`src/rtl/rf_sequencer_if.sv`:
```
// Command handshake, register-file port bundle and status outputs of rf_sequencer.
// The master modport is the sequencer side; slave is the instruction source / register-file side.
interface rf_sequencer_if #(
    parameter int CNT_W = 16
);
    logic             cmd_valid;
    logic             cmd_ready;
    logic [17:0]      cmd_instr;
    logic [4:0]       rf_read1_addr;
    logic [4:0]       rf_read2_addr;
    logic             rf_read1_valid;
    logic             rf_read2_valid;
    logic [7:0]       rf_read1_value;
    logic [7:0]       rf_read2_value;
    logic [4:0]       rf_write_addr;
    logic [7:0]       rf_write_value;
    logic             rf_write_valid;
    logic             done;
    logic [4:0]       done_rd;
    logic [7:0]       done_result;
    logic             busy;
    logic [CNT_W-1:0] retired_count;

    modport master (
        input  cmd_valid, cmd_instr, rf_read1_value, rf_read2_value,
        output cmd_ready, rf_read1_addr, rf_read2_addr, rf_read1_valid, rf_read2_valid,
        output rf_write_addr, rf_write_value, rf_write_valid,
        output done, done_rd, done_result, busy, retired_count
    );

    modport slave (
        output cmd_valid, cmd_instr, rf_read1_value, rf_read2_value,
        input  cmd_ready, rf_read1_addr, rf_read2_addr, rf_read1_valid, rf_read2_valid,
        input  rf_write_addr, rf_write_value, rf_write_valid,
        input  done, done_rd, done_result, busy, retired_count
    );
endinterface

```
`src/rtl/rf_sequencer.sv`:
```
// Single-issue IDLE->READ->EXEC->WRITE controller for a 32x8 register file.
// All outputs are decoded from the state register and the latched instruction/result.
module rf_sequencer #(
    parameter int CNT_W = 16
) (
    input  logic            clk,
    input  logic            rst_n,
    rf_sequencer_if.master  bus
);
    typedef enum logic [1:0] {S_IDLE, S_READ, S_EXEC, S_WRITE} state_t;

    state_t           r_state;
    state_t           w_next;
    logic [17:0]      r_instr;
    logic [7:0]       r_result;
    logic [CNT_W-1:0] r_retired;

    logic [2:0] w_op;
    logic [4:0] w_rd;
    logic [4:0] w_rs1;
    logic [4:0] w_rs2;
    logic [7:0] w_imm;

    assign w_op  = r_instr[17:15];
    assign w_rd  = r_instr[14:10];
    assign w_rs1 = r_instr[9:5];
    assign w_rs2 = r_instr[4:0];
    assign w_imm = r_instr[7:0];

    function automatic logic [7:0] f_alu(input logic [2:0] op, input logic [7:0] a,
                                         input logic [7:0] b, input logic [7:0] imm);
        logic [7:0] res;
        case (op)
            3'd0:    res = a + b;
            3'd1:    res = a - b;
            3'd2:    res = a & b;
            3'd3:    res = a | b;
            3'd4:    res = a ^ b;
            3'd5:    res = imm;
            3'd6:    res = a;
            default: res = 8'd0;
        endcase
        return res;
    endfunction

    logic       w_cmd_ready;
    logic       w_rd1_valid;
    logic       w_rd2_valid;
    logic [4:0] w_rd1_addr;
    logic [4:0] w_rd2_addr;
    logic       w_wr_valid;
    logic [4:0] w_wr_addr;
    logic [7:0] w_wr_value;
    logic       w_done;
    logic [4:0] w_done_rd;
    logic [7:0] w_done_result;

    always_ff @(posedge clk) begin
        if (!rst_n) begin
            r_state   <= S_IDLE;
            r_retired <= '0;
        end else begin
            r_state <= w_next;
            if (r_state == S_WRITE)
                r_retired <= r_retired + 1'b1;
        end
    end

    // Datapath registers carry no reset: every output using them is gated by state.
    always_ff @(posedge clk) begin
        if (r_state == S_IDLE && bus.cmd_valid)
            r_instr <= bus.cmd_instr;
        if (r_state == S_EXEC)
            r_result <= f_alu(w_op, bus.rf_read1_value, bus.rf_read2_value, w_imm);
    end

    always_comb begin
        w_next        = r_state;
        w_cmd_ready   = 1'b0;
        w_rd1_valid   = 1'b0;
        w_rd2_valid   = 1'b0;
        w_rd1_addr    = 5'd0;
        w_rd2_addr    = 5'd0;
        w_wr_valid    = 1'b0;
        w_wr_addr     = 5'd0;
        w_wr_value    = 8'd0;
        w_done        = 1'b0;
        w_done_rd     = 5'd0;
        w_done_result = 8'd0;
        case (r_state)
            S_IDLE: begin
                w_cmd_ready = 1'b1;
                if (bus.cmd_valid)
                    w_next = S_READ;
            end
            S_READ: begin
                w_next      = S_EXEC;
                w_rd1_valid = (w_op <= 3'd4) || (w_op == 3'd6);
                w_rd2_valid = (w_op <= 3'd4);
                w_rd1_addr  = w_rs1;
                w_rd2_addr  = w_rs2;
            end
            S_EXEC: w_next = S_WRITE;
            S_WRITE: begin
                w_next        = S_IDLE;
                // Reset arriving during WRITE must suppress the commit on that same edge.
                w_wr_valid    = (w_op != 3'd7) && rst_n;
                w_wr_addr     = w_rd;
                w_wr_value    = r_result;
                w_done        = rst_n;
                w_done_rd     = w_rd;
                w_done_result = r_result;
            end
            default: w_next = S_IDLE;
        endcase
    end

    assign bus.cmd_ready      = w_cmd_ready;
    assign bus.rf_read1_valid = w_rd1_valid;
    assign bus.rf_read2_valid = w_rd2_valid;
    assign bus.rf_read1_addr  = w_rd1_addr;
    assign bus.rf_read2_addr  = w_rd2_addr;
    assign bus.rf_write_valid = w_wr_valid;
    assign bus.rf_write_addr  = w_wr_addr;
    assign bus.rf_write_value = w_wr_value;
    assign bus.done           = w_done;
    assign bus.done_rd        = w_done_rd;
    assign bus.done_result    = w_done_result;
    assign bus.busy           = (r_state != S_IDLE);
    assign bus.retired_count  = r_retired;
endmodule

```
`src/flat_wrapper.sv`:
```
// flat-port wrapper written by rule: the top's interface ports become plain ports
module rf_sequencer_flat 
#(
    parameter int CNT_W = 16
)
  (clk, rst_n, bus_cmd_valid, bus_cmd_instr, bus_rf_read1_value, bus_rf_read2_value, bus_cmd_ready, bus_rf_read1_addr, bus_rf_read2_addr, bus_rf_read1_valid, bus_rf_read2_valid, bus_rf_write_addr, bus_rf_write_value, bus_rf_write_valid, bus_done, bus_done_rd, bus_done_result, bus_busy, bus_retired_count);
  rf_sequencer_if #(.CNT_W(CNT_W)) bus_i ();
  input  logic clk;
  input  logic rst_n;
  input wire logic [$bits(bus_i.cmd_valid)-1:0] bus_cmd_valid;
  input wire logic [$bits(bus_i.cmd_instr)-1:0] bus_cmd_instr;
  input wire logic [$bits(bus_i.rf_read1_value)-1:0] bus_rf_read1_value;
  input wire logic [$bits(bus_i.rf_read2_value)-1:0] bus_rf_read2_value;
  output wire logic [$bits(bus_i.cmd_ready)-1:0] bus_cmd_ready;
  output wire logic [$bits(bus_i.rf_read1_addr)-1:0] bus_rf_read1_addr;
  output wire logic [$bits(bus_i.rf_read2_addr)-1:0] bus_rf_read2_addr;
  output wire logic [$bits(bus_i.rf_read1_valid)-1:0] bus_rf_read1_valid;
  output wire logic [$bits(bus_i.rf_read2_valid)-1:0] bus_rf_read2_valid;
  output wire logic [$bits(bus_i.rf_write_addr)-1:0] bus_rf_write_addr;
  output wire logic [$bits(bus_i.rf_write_value)-1:0] bus_rf_write_value;
  output wire logic [$bits(bus_i.rf_write_valid)-1:0] bus_rf_write_valid;
  output wire logic [$bits(bus_i.done)-1:0] bus_done;
  output wire logic [$bits(bus_i.done_rd)-1:0] bus_done_rd;
  output wire logic [$bits(bus_i.done_result)-1:0] bus_done_result;
  output wire logic [$bits(bus_i.busy)-1:0] bus_busy;
  output wire logic [$bits(bus_i.retired_count)-1:0] bus_retired_count;
  assign bus_i.cmd_valid = bus_cmd_valid;
  assign bus_i.cmd_instr = bus_cmd_instr;
  assign bus_i.rf_read1_value = bus_rf_read1_value;
  assign bus_i.rf_read2_value = bus_rf_read2_value;
  assign bus_cmd_ready = bus_i.cmd_ready;
  assign bus_rf_read1_addr = bus_i.rf_read1_addr;
  assign bus_rf_read2_addr = bus_i.rf_read2_addr;
  assign bus_rf_read1_valid = bus_i.rf_read1_valid;
  assign bus_rf_read2_valid = bus_i.rf_read2_valid;
  assign bus_rf_write_addr = bus_i.rf_write_addr;
  assign bus_rf_write_value = bus_i.rf_write_value;
  assign bus_rf_write_valid = bus_i.rf_write_valid;
  assign bus_done = bus_i.done;
  assign bus_done_rd = bus_i.done_rd;
  assign bus_done_result = bus_i.done_result;
  assign bus_busy = bus_i.busy;
  assign bus_retired_count = bus_i.retired_count;
  rf_sequencer #(.CNT_W(CNT_W)) u_core (.clk(clk), .rst_n(rst_n), .bus(bus_i));
endmodule
```
`config.mk`:
```
export PLATFORM = sky130hd
export DESIGN_NAME = rf_sequencer_flat
export DESIGN_NICKNAME = d
export VERILOG_FILES = /design/src/rtl/rf_sequencer_if.sv /design/src/rtl/rf_sequencer.sv /design/src/flat_wrapper.sv
export SDC_FILE = /design/constraint.sdc
export NUM_CORES = 1
export LEC_CHECK = 0
export ABC_AREA = 1
export BUFFER_PORTS_ARGS = -buffer_cell sky130_fd_sc_hd__buf_2
export CORE_ASPECT_RATIO = 0.8
export CORE_UTILIZATION = 52
export CTS_CLUSTER_DIAMETER = 200
export CTS_CLUSTER_SIZE = 12
export DETAILED_ROUTE_END_ITERATION = 8
export GPL_ROUTABILITY_DRIVEN = 0
export GPL_TIMING_DRIVEN = 1
export PLACE_DENSITY = 0.81
export SETUP_SLACK_MARGIN = 0.5
export SYNTH_ARGS = -nofsm -noshare
export SYNTH_HDL_FRONTEND = slang
export SYNTH_SLANG_ARGS = --single-unit
```
`constraint.sdc`:
```
create_clock -name clk -period 3.13 [get_ports clk]
set_input_delay 0.4695 -clock clk [delete_from_list [all_inputs] [get_ports clk]]
set_output_delay 0.4695 -clock clk [all_outputs]
set_load 0.005 [all_outputs]
```
==> results of run 1 <==
==> worst paths after layout <==
| kind | startpoint | slack [ns] | to | depth (start not counted) |
|---|---|---|---|---|
| worst max-delay path | u_core.r_instr[16] | 0.74 | u_core.r_result[5] | 12 |
| worst min-delay path | bus_cmd_instr[0] | 0.34 | u_core.r_instr[0] | 1 |
| worst min register to register | u_core.bus.retired_count[10] | 0.51 | u_core.bus.retired_count[10] | 2 |
| worst max register to register | u_core.r_instr[16] | 0.74 | u_core.r_result[5] | 12 |
==> synthesized netlist by cell type (all sizes together) <==
| library cell | count | area, µm² |
|---|---|---|
| a22oi | 1 | 7.51 |
| buf | 13 | 97.6 |
| clkbuf | 4 | 15.0 |
| or2 | 3 | 18.8 |
| xnor2 | 2 | 17.5 |
| o21ai | 16 | 83.8 |
| dfxtp | 18 | 360 |
| fa | 1 | 20.0 |
| nor3 | 7 | 46.3 |
| a211oi | 2 | 15.0 |
| xor2 | 6 | 52.6 |
| clkinv | 1 | 3.75 |
| nor3b | 3 | 22.5 |
| nand2 | 107 | 409 |
| a21oi | 20 | 100 |
| o2111ai | 3 | 26.3 |
| nand3b | 3 | 22.5 |
| nand3 | 22 | 128 |
| ha | 29 | 363 |
| o21bai | 2 | 15.0 |
| edfxtp | 26 | 781 |
| nor2 | 34 | 143 |
| inv | 86 | 323 |
| o22ai | 1 | 6.26 |
| o211ai | 2 | 15.0 |
| nand4 | 5 | 31.3 |
==> cell type report <==
class	count	area (µm²)	area share
clock inverters	1	5.00	0.00135
inverters	87	327	0.0884
multi-input cells	269	1540	0.417
flip-flops and latches	44	1140	0.309
repair buffers	96	485	0.131
well taps	78	97.6	0.0264
clock buffers	7	97.6	0.0264
==> critical path: stages (launching register included) <==
cell and delay [ns]:
sky130_fd_sc_hd__edfxtp_1 0.50, sky130_fd_sc_hd__inv_2 0.18, sky130_fd_sc_hd__nand3_4 0.15, sky130_fd_sc_hd__o21ai_0 0.38
sky130_fd_sc_hd__inv_1 0.09, sky130_fd_sc_hd__ha_1 0.29, sky130_fd_sc_hd__nand3b_1 0.06, sky130_fd_sc_hd__nand2_1 0.14
sky130_fd_sc_hd__inv_1 0.07, sky130_fd_sc_hd__o21bai_1 0.12, sky130_fd_sc_hd__nand2_1 0.06, sky130_fd_sc_hd__nand3_1 0.06
sky130_fd_sc_hd__nand2_1 0.05
==> per-stage QoR <==
step | instances | instance area [µm²] | hold WS, ns | utilization
floorplan | 417 | 3120 | 0.485 | -
global placement | 573 | 3590 | 0.490 | 0.639
detailed placement | 573 | 3590 | 0.500 | 0.639
CTS | 581 | 3690 | 0.335 | 0.657
global route | 582 | 3700 | 0.329 | 0.658
finish | 582 | 3700 | 0.341 | 0.658
==> registers in the layout (all words and copies together) (netlist names) <==
register	cells
u_core.r_result	8
u_core.r_instr	18
u_core.r_state	2
u_core.bus.retired_count	16
==> routing by layer <==
metal	GRT usage	share of wire	wire (µm)
met5	0	0	0
met3	0.0576	0.093	637
met4	0.0753	0.016	112
met2	0.358	0.43	2940
met1	0.325	0.46	3180
==> cells by family after synthesis <==
kind of cell / Yosys count / synth area share
buffers and inverters: 104 / 0.141
DFF: 44 / 0.365
and+or+nand+nor: 184 / 0.263
xor gates and xnor gates: 8 / 0.0224
AOI/OAI and AO/OA: 47 / 0.0861
adders and majority gates: 30 / 0.123
==> repair_timing <==
action,4_1_cts,5_1_grt
gates resized for setup,0,0
hold buffers,0,0
hold endpoints to repair,0,0
endpoints found under the setup margin,0,2
buffers inserted,0,1
==> power groups by stage <==
stage               Combinational, W  Clock [W]  Sequential (W)
global route                0.000890   0.000423        0.000840
CTS                         0.000772   0.000396        0.000831
finish                      0.000784   0.000391        0.000825
global placement            0.000748          0        0.000838
floorplan                   0.000525          0        0.000828
detailed placement          0.000765          0        0.000844
==> PnR_summary.wiki, run 1 <==
{| class="wikitable"
! Metric !! Value
|-
| Data arrival at the endpoint of the critical path || between 2 and 2.5 ns
|-
| Number of vias per cell after detailed routing || a little under 5
|-
| Startpoint-to-endpoint class of the critical path || reg2reg
|-
| Worst-path fanout max || 8
|-
| Cell count after synthesis || around 420
|-
| Total length of routed wires || ~6900 µm
|-
| Cts bufs inserted || 5
|-
| Critical path capture point type || flip-flop
|-
| Internal cell power || 0.00126 W
|-
| Nets in the synthesized netlist || around 480
|-
| Number of detailed-route iterations in the first pass || 4
|-
| Net switching power || around 0.00074 W
|-
| Most common cell after layout, fill and taps aside || sky130_fd_sc_hd__nand2_1
|-
| Critical Path RT || 3.17 ns
|-
| Via count of the first global-routing pass || approximately 2500
|-
| Status || finished clean
|-
| Clock network power share || 0.195
|-
| Detailed Place HPWL || 5580 µm
|-
| Final layout net count || 570
|-
| Number of antenna violations at the first check in global routing || 0
|-
| Number of flip-flops and latches in the synthesized netlist || 44
|-
| Total power consumption of the routed design || between 0.0015 and 0.002 W
|-
| Syn Std Cell Area || 3120 µm²
|-
| Worst Tran Pin Value || 0.717 ns
|-
| # H-tree levels || 2
|-
| Starting utilization of the core area || 0.556
|-
| Wire length of the first global-routing pass || 11300 µm
|-
| Number of failing setup endpoints in the final timing report || 0
|-
| Final count of hold timing violations || 0
|-
| Power per unit of standard cell area || approximately 540 nW/µm²
|-
| TritonCTS sink count || between 40 and 50
|-
| Setup repair after global routing missed its margin || false
|-
| Post-synthesis to final-layout area growth || 18.3%
|-
| Remaining global-route overflow || 0
|-
| DRC errors left || 0
|-
| Final worst slack || 0.736 ns
|-
| Worst clock skew || between 0.008 and 0.009 ns
|-
| I/O Buffers || between 90 and 100
|-
| Post-CTS clock slew at the launch and capture registers of the worst setup and hold paths || ~0.080 ns
|-
| Die width || slightly below 90 µm
|-
| Max Clock Freq || between 400 and 500 MHz
|-
| Share of cells above drive strength 1 || 0.232
|-
| Root buffer selected by CTS || sky130_fd_sc_hd__clkbuf_8
|-
| Number of distinct library cells after synthesis || 36
|-
| Iteration-0 DRC count of the detailed router || about 130
|-
| Maximum number of pins on one net before global-route repair || 19
|-
| Number of maximum-capacitance constraint violations || 0
|-
| Minimum setup slack after placement || between 0.6 and 0.7 ns
|-
| Proportion of total power due to net switching || 0.369
|-
| DR vias || between 2000 and 3000
|-
| Final setup TNS || 0 ns
|-
| Area of the core || around 5600 µm²
|-
| Overall Global Routing Usage || 0.234
|-
| Rows || 24
|-
| Shortest clock period the worst path allows after layout || about 2.4 ns
|-
| Worst-Skew Late Latency || ~0.30 ns
|-
| Final clock period utilization by the worst path || 0.765
|-
| Count of inserted antenna diode cells || 0
|-
| Sequential-to-total area share from yosys stat || 0.365
|-
| Die Area || about 6300 µm²
|-
| I/O pins || 95
|-
| Number of warnings issued by yosys || 0
|-
| Logic pwr share || 0.392
|-
| Number of slew-limit violations in the final report || 0
|-
| Crit path launch type || flip-flop
|-
| # fillers || between 400 and 500
|-
| Die extent in y || a little over 70 µm
|-
| Post-route antenna net violation count || 0
|-
| Syn Area/Cell || 7.49 µm²
|-
| CTS tree || done
|-
| Worst IR drop on VDD || between 0.3 and 0.4 mV
|-
| Final routed wire length divided by cell count || between 10 and 15 µm
|-
| Classification of the worst-slack hold path || in2reg
|-
| Bufs on Longest Clock Path || 2
|-
| P_leak || just over 2 nW
|-
| Worst slew margin relative to its limit || 0.521
|-
| Seq pwr share || 0.413
|-
| Commonest cells after routing, fill and taps aside || 106 x sky130_fd_sc_hd__nand2_1, 94 x sky130_fd_sc_hd__buf_2, 83 x sky130_fd_sc_hd__inv_1, 30 x sky130_fd_sc_hd__nor2_1, 29 x sky130_fd_sc_hd__ha_1
|}
Note: power is estimated with default switching activity, not from simulation.
==> inputs of run 2 (changes only) <==
--- a/config.mk
+++ b/config.mk
@@ -8,13 +8,13 @@
 export ABC_AREA = 1
 export BUFFER_PORTS_ARGS = -buffer_cell sky130_fd_sc_hd__buf_2
 export CORE_ASPECT_RATIO = 0.8
-export CORE_UTILIZATION = 52
+export CORE_UTILIZATION = 47
 export CTS_CLUSTER_DIAMETER = 200
 export CTS_CLUSTER_SIZE = 12
 export DETAILED_ROUTE_END_ITERATION = 8
 export GPL_ROUTABILITY_DRIVEN = 0
 export GPL_TIMING_DRIVEN = 1
-export PLACE_DENSITY = 0.81
+export PLACE_DENSITY = 0.77
 export SETUP_SLACK_MARGIN = 0.5
 export SYNTH_ARGS = -nofsm -noshare
 export SYNTH_HDL_FRONTEND = slang
==> constraint.sdc (replaced) <==
create_clock -name clk -period 2.2 [get_ports clk]
set_input_delay 0.33 -clock clk [delete_from_list [all_inputs] [get_ports clk]]
set_output_delay 0.33 -clock clk [all_outputs]
set_load 0.005 [all_outputs]
==> run 2 against run 1 <==
  * The flow now finishes with violations (setup timing)
  * Clock power grew 55%
  * Clock skew grew 0.00052 ns
  * Setup slack lost 0.90 ns
  * First-iteration DRC count shrank 4.0%
==> PnR_summary.wiki, run 2 (synthesis gave the netlist of run 1 again) <==
{| class="wikitable"
! Metric !! Value
|-
| DR vias || 3142 (was 2858)
|-
| Remaining global-route overflow || 0 (unchanged)
|-
| Multi-input gate area || 1710 µm² (was 1540 µm²)
|-
| Critical Path RT || 2.27 ns (was 3.17 ns)
|-
| Worst-path fanout max || 7 (was 8)
|-
| Via count of the first global-routing pass || 2825 (was 2522)
|-
| Final layout net count || 610 (was 570)
|-
| Post-synthesis to final-layout area growth || 34.9% (was 18.3%)
|-
| Worst-Skew Late Latency || 0.31 ns (was 0.30 ns)
|-
| Final count of hold timing violations || 0 (unchanged)
|-
| Seq pwr share || 0.347 (was 0.413)
|-
| Post-route antenna net violation count || 0 (unchanged)
|-
| Net switching power || 0.00129 W (was 0.000737 W)
|-
| Iteration-0 DRC count of the detailed router || 120 (was 125)
|-
| Status || finished, violations left (was finished clean)
|-
| Most common cell after layout, fill and taps aside || sky130_fd_sc_hd__nand2_1 (unchanged)
|-
| Placed Area || 3730 µm² (was 3590 µm²)
|-
| Rows || 26 (was 24)
|-
| Worst slew margin relative to its limit || 0.678 (was 0.521)
|-
| Setup repair after global routing missed its margin || true (was false)
|-
| Number of slew-limit violations in the final report || 0 (unchanged)
|-
| CTS tree || done (unchanged)
|-
| Violated checks || setup timing
|-
| Starting utilization of the core area || 0.487 (was 0.556)
|-
| Area of the core || 6410 µm² (was 5620 µm²)
|-
| I/O Buffers || 94 (unchanged)
|-
| TritonCTS sink count || 44 (unchanged)
|-
| Critical path capture point type || flip-flop (unchanged)
|-
| Die width || 93.1 µm (was 88.6 µm)
|-
| Classification of the worst-slack hold path || in2reg (unchanged)
|-
| Number of antenna violations at the first check in global routing || 0 (unchanged)
|-
| I/O pins || 95 (unchanged)
|-
| Storage element area || 1140 µm² (about the same)
|-
| Cts bufs inserted || 5 (unchanged)
|-
| Internal cell power || 0.00209 W (was 0.00126 W)
|-
| Largest reg by FF count || u_core.r_instr (unchanged)
|-
| Maximum number of pins on one net before global-route repair || 19 (unchanged)
|-
| Max Clock Freq || 424 MHz (was 418 MHz)
|-
| DRC errors left || 0 (unchanged)
|-
| Minimum setup slack after placement || -0.194 ns (was 0.651 ns)
|-
| Final std cell area, no fill || 4210 µm² (was 3700 µm²)
|-
| Number of detailed-route iterations in the first pass || 4 (unchanged)
|-
| Root buffer selected by CTS || sky130_fd_sc_hd__clkbuf_8 (unchanged)
|-
| Count of inserted antenna diode cells || 0 (unchanged)
|-
| P_leak || 2.30 nW (was 2.07 nW)
|-
| Commonest cells after routing, fill and taps aside || 100 x sky130_fd_sc_hd__nand2_1, 95 x sky130_fd_sc_hd__buf_2, 76 x sky130_fd_sc_hd__inv_1, 32 x sky130_fd_sc_hd__buf_4, 29 x sky130_fd_sc_hd__nor2_1 (was 106 x sky130_fd_sc_hd__nand2_1, 94 x sky130_fd_sc_hd__buf_2, 83 x sky130_fd_sc_hd__inv_1, 30 x sky130_fd_sc_hd__nor2_1, 29 x sky130_fd_sc_hd__ha_1)
|-
| Worst IR drop on VDD || 0.608 mV (was 0.349 mV)
|-
| Final routed wire length divided by cell count || 13.2 µm (was 11.8 µm)
|-
| Logic pwr share || 0.473 (was 0.392)
|-
| Total length of routed wires || 8280 µm (was 6860 µm)
|-
| Shortest clock period the worst path allows after layout || 2.36 ns (was 2.39 ns)
|-
| # fillers || 513 (was 486)
|-
| Flip-flop count of the largest register, all copies and words added || 18 (unchanged)
|-
| Power per unit of standard cell area || 801 nW/µm² (was 541 nW/µm²)
|-
| Number of failing setup endpoints in the final timing report || 4 (was 0)
|-
| Final worst slack || -0.159 ns (was 0.736 ns)
|-
| Worst clock skew || 0.00888 ns (was 0.00836 ns)
|-
| Share of cells above drive strength 1 || 0.353 (was 0.232)
|-
| Detailed Place HPWL || 6090 µm (was 5580 µm)
|-
| Die extent in y || 74.9 µm (was 71.3 µm)
|-
| Startpoint-to-endpoint class of the critical path || reg2reg (unchanged)
|-
| Post-CTS clock slew at the launch and capture registers of the worst setup and hold paths || 0.10 ns (was 0.08 ns)
|-
| Worst Tran Pin Value || 0.482 ns (was 0.717 ns)
|-
| # H-tree levels || 2 (unchanged)
|-
| Number of maximum-capacitance constraint violations || 0 (unchanged)
|-
| Die Area || 6980 µm² (was 6320 µm²)
|-
| Clock network power share || 0.180 (was 0.195)
|-
| Number of vias per cell after detailed routing || 5.00 (was 4.91)
|-
| Final clock period utilization by the worst path || 1.07 (was 0.765)
|-
| Bufs on Longest Clock Path || 2 (unchanged)
|-
| Final setup TNS || -0.446 ns (was 0 ns)
|-
| Crit path launch type || flip-flop (unchanged)
|-
| Proportion of total power due to net switching || 0.381 (was 0.369)
|-
| Wire length of the first global-routing pass || 12700 µm (was 11300 µm)
|-
| Data arrival at the endpoint of the critical path || 2.43 ns (was 2.44 ns)
|-
| Overall Global Routing Usage || 0.236 (was 0.234)
|}
-- run 2: power groups by stage --
stage	combinational [W]	sequential, W	clock [W]
4_1_cts	0.00139	0.00117	0.000612
2_1_floorplan	0.000750	0.00118	0
6_report	0.00160	0.00117	0.000607
5_1_grt	0.00176	0.00119	0.000639
3_3_place_gp	0.00117	0.00117	0
3_5_place_dp	0.00121	0.00118	0
-- run 2: layout make-up --
type / instances / area share
Timing Repair Buffer: 136 / 0.195
Clock buffer: 6 / 0.0223
Inverter: 87 / 0.0775
Tap cell: 84 / 0.0250
Clock inverter: 2 / 0.00357
Sequential cell: 44 / 0.272
Multi-Input combinational cell: 269 / 0.405
-- run 2: stage by stage --
stage                     std cells  utilization  hold slack [ns]  power, W
after global placement          597        0.582            0.479   0.00234
after detailed placement        597        0.582            0.489   0.00239
after floorplan                 417            -            0.429   0.00193
after CTS                       619        0.627            0.181   0.00317
after global routing            628        0.657            0.168   0.00359
final                           628        0.657            0.187   0.00337
-- run 2: critical path, stage by stage, from the launching register on --
cell and delay [ns]:
sky130_fd_sc_hd__edfxtp_1 0.43, sky130_fd_sc_hd__inv_2 0.11, sky130_fd_sc_hd__nand3_4 0.13, sky130_fd_sc_hd__inv_2 0.09
sky130_fd_sc_hd__buf_6 0.09, sky130_fd_sc_hd__o21ai_2 0.04, sky130_fd_sc_hd__xor2_1 0.15, sky130_fd_sc_hd__ha_1 0.34
sky130_fd_sc_hd__nand2_1 0.09, sky130_fd_sc_hd__nor2_1 0.22, sky130_fd_sc_hd__nand2_1 0.12, sky130_fd_sc_hd__nand3_1 0.09
sky130_fd_sc_hd__nand2_1 0.06, sky130_fd_sc_hd__nand3_1 0.08, sky130_fd_sc_hd__nand2_1 0.06
-- run 2: worst paths after layout --
path	from	slack (ns)	to	depth (start not counted)
max	u_core.r_instr[16]	-0.16	u_core.r_result[7]	14
min	bus_cmd_instr[5]	0.19	u_core.r_instr[5]	1
max reg2reg	u_core.r_instr[16]	-0.16	u_core.r_result[7]	14
min reg2reg	u_core.bus.retired_count[14]	0.51	u_core.bus.retired_count[14]	2
-- run 2: what timing repair did --
action | 4_1_cts | 5_1_grt
endpoints found under the hold margin | 0 | 0
buffers inserted | 13 | 9
cloned | 1 | 0
hold buffers | 0 | 0
resized for setup | 22 | 33
endpoints found under the setup margin | 41 | 23
pin swaps | 16 | 22
-- run 2: routing by layer --
metal / part of all wire / GRT usage
met1: 0.44 / 0.300
met3: 0.076 / 0.0525
met4: 0.032 / 0.104
met5: 0 / 0
met2: 0.45 / 0.392
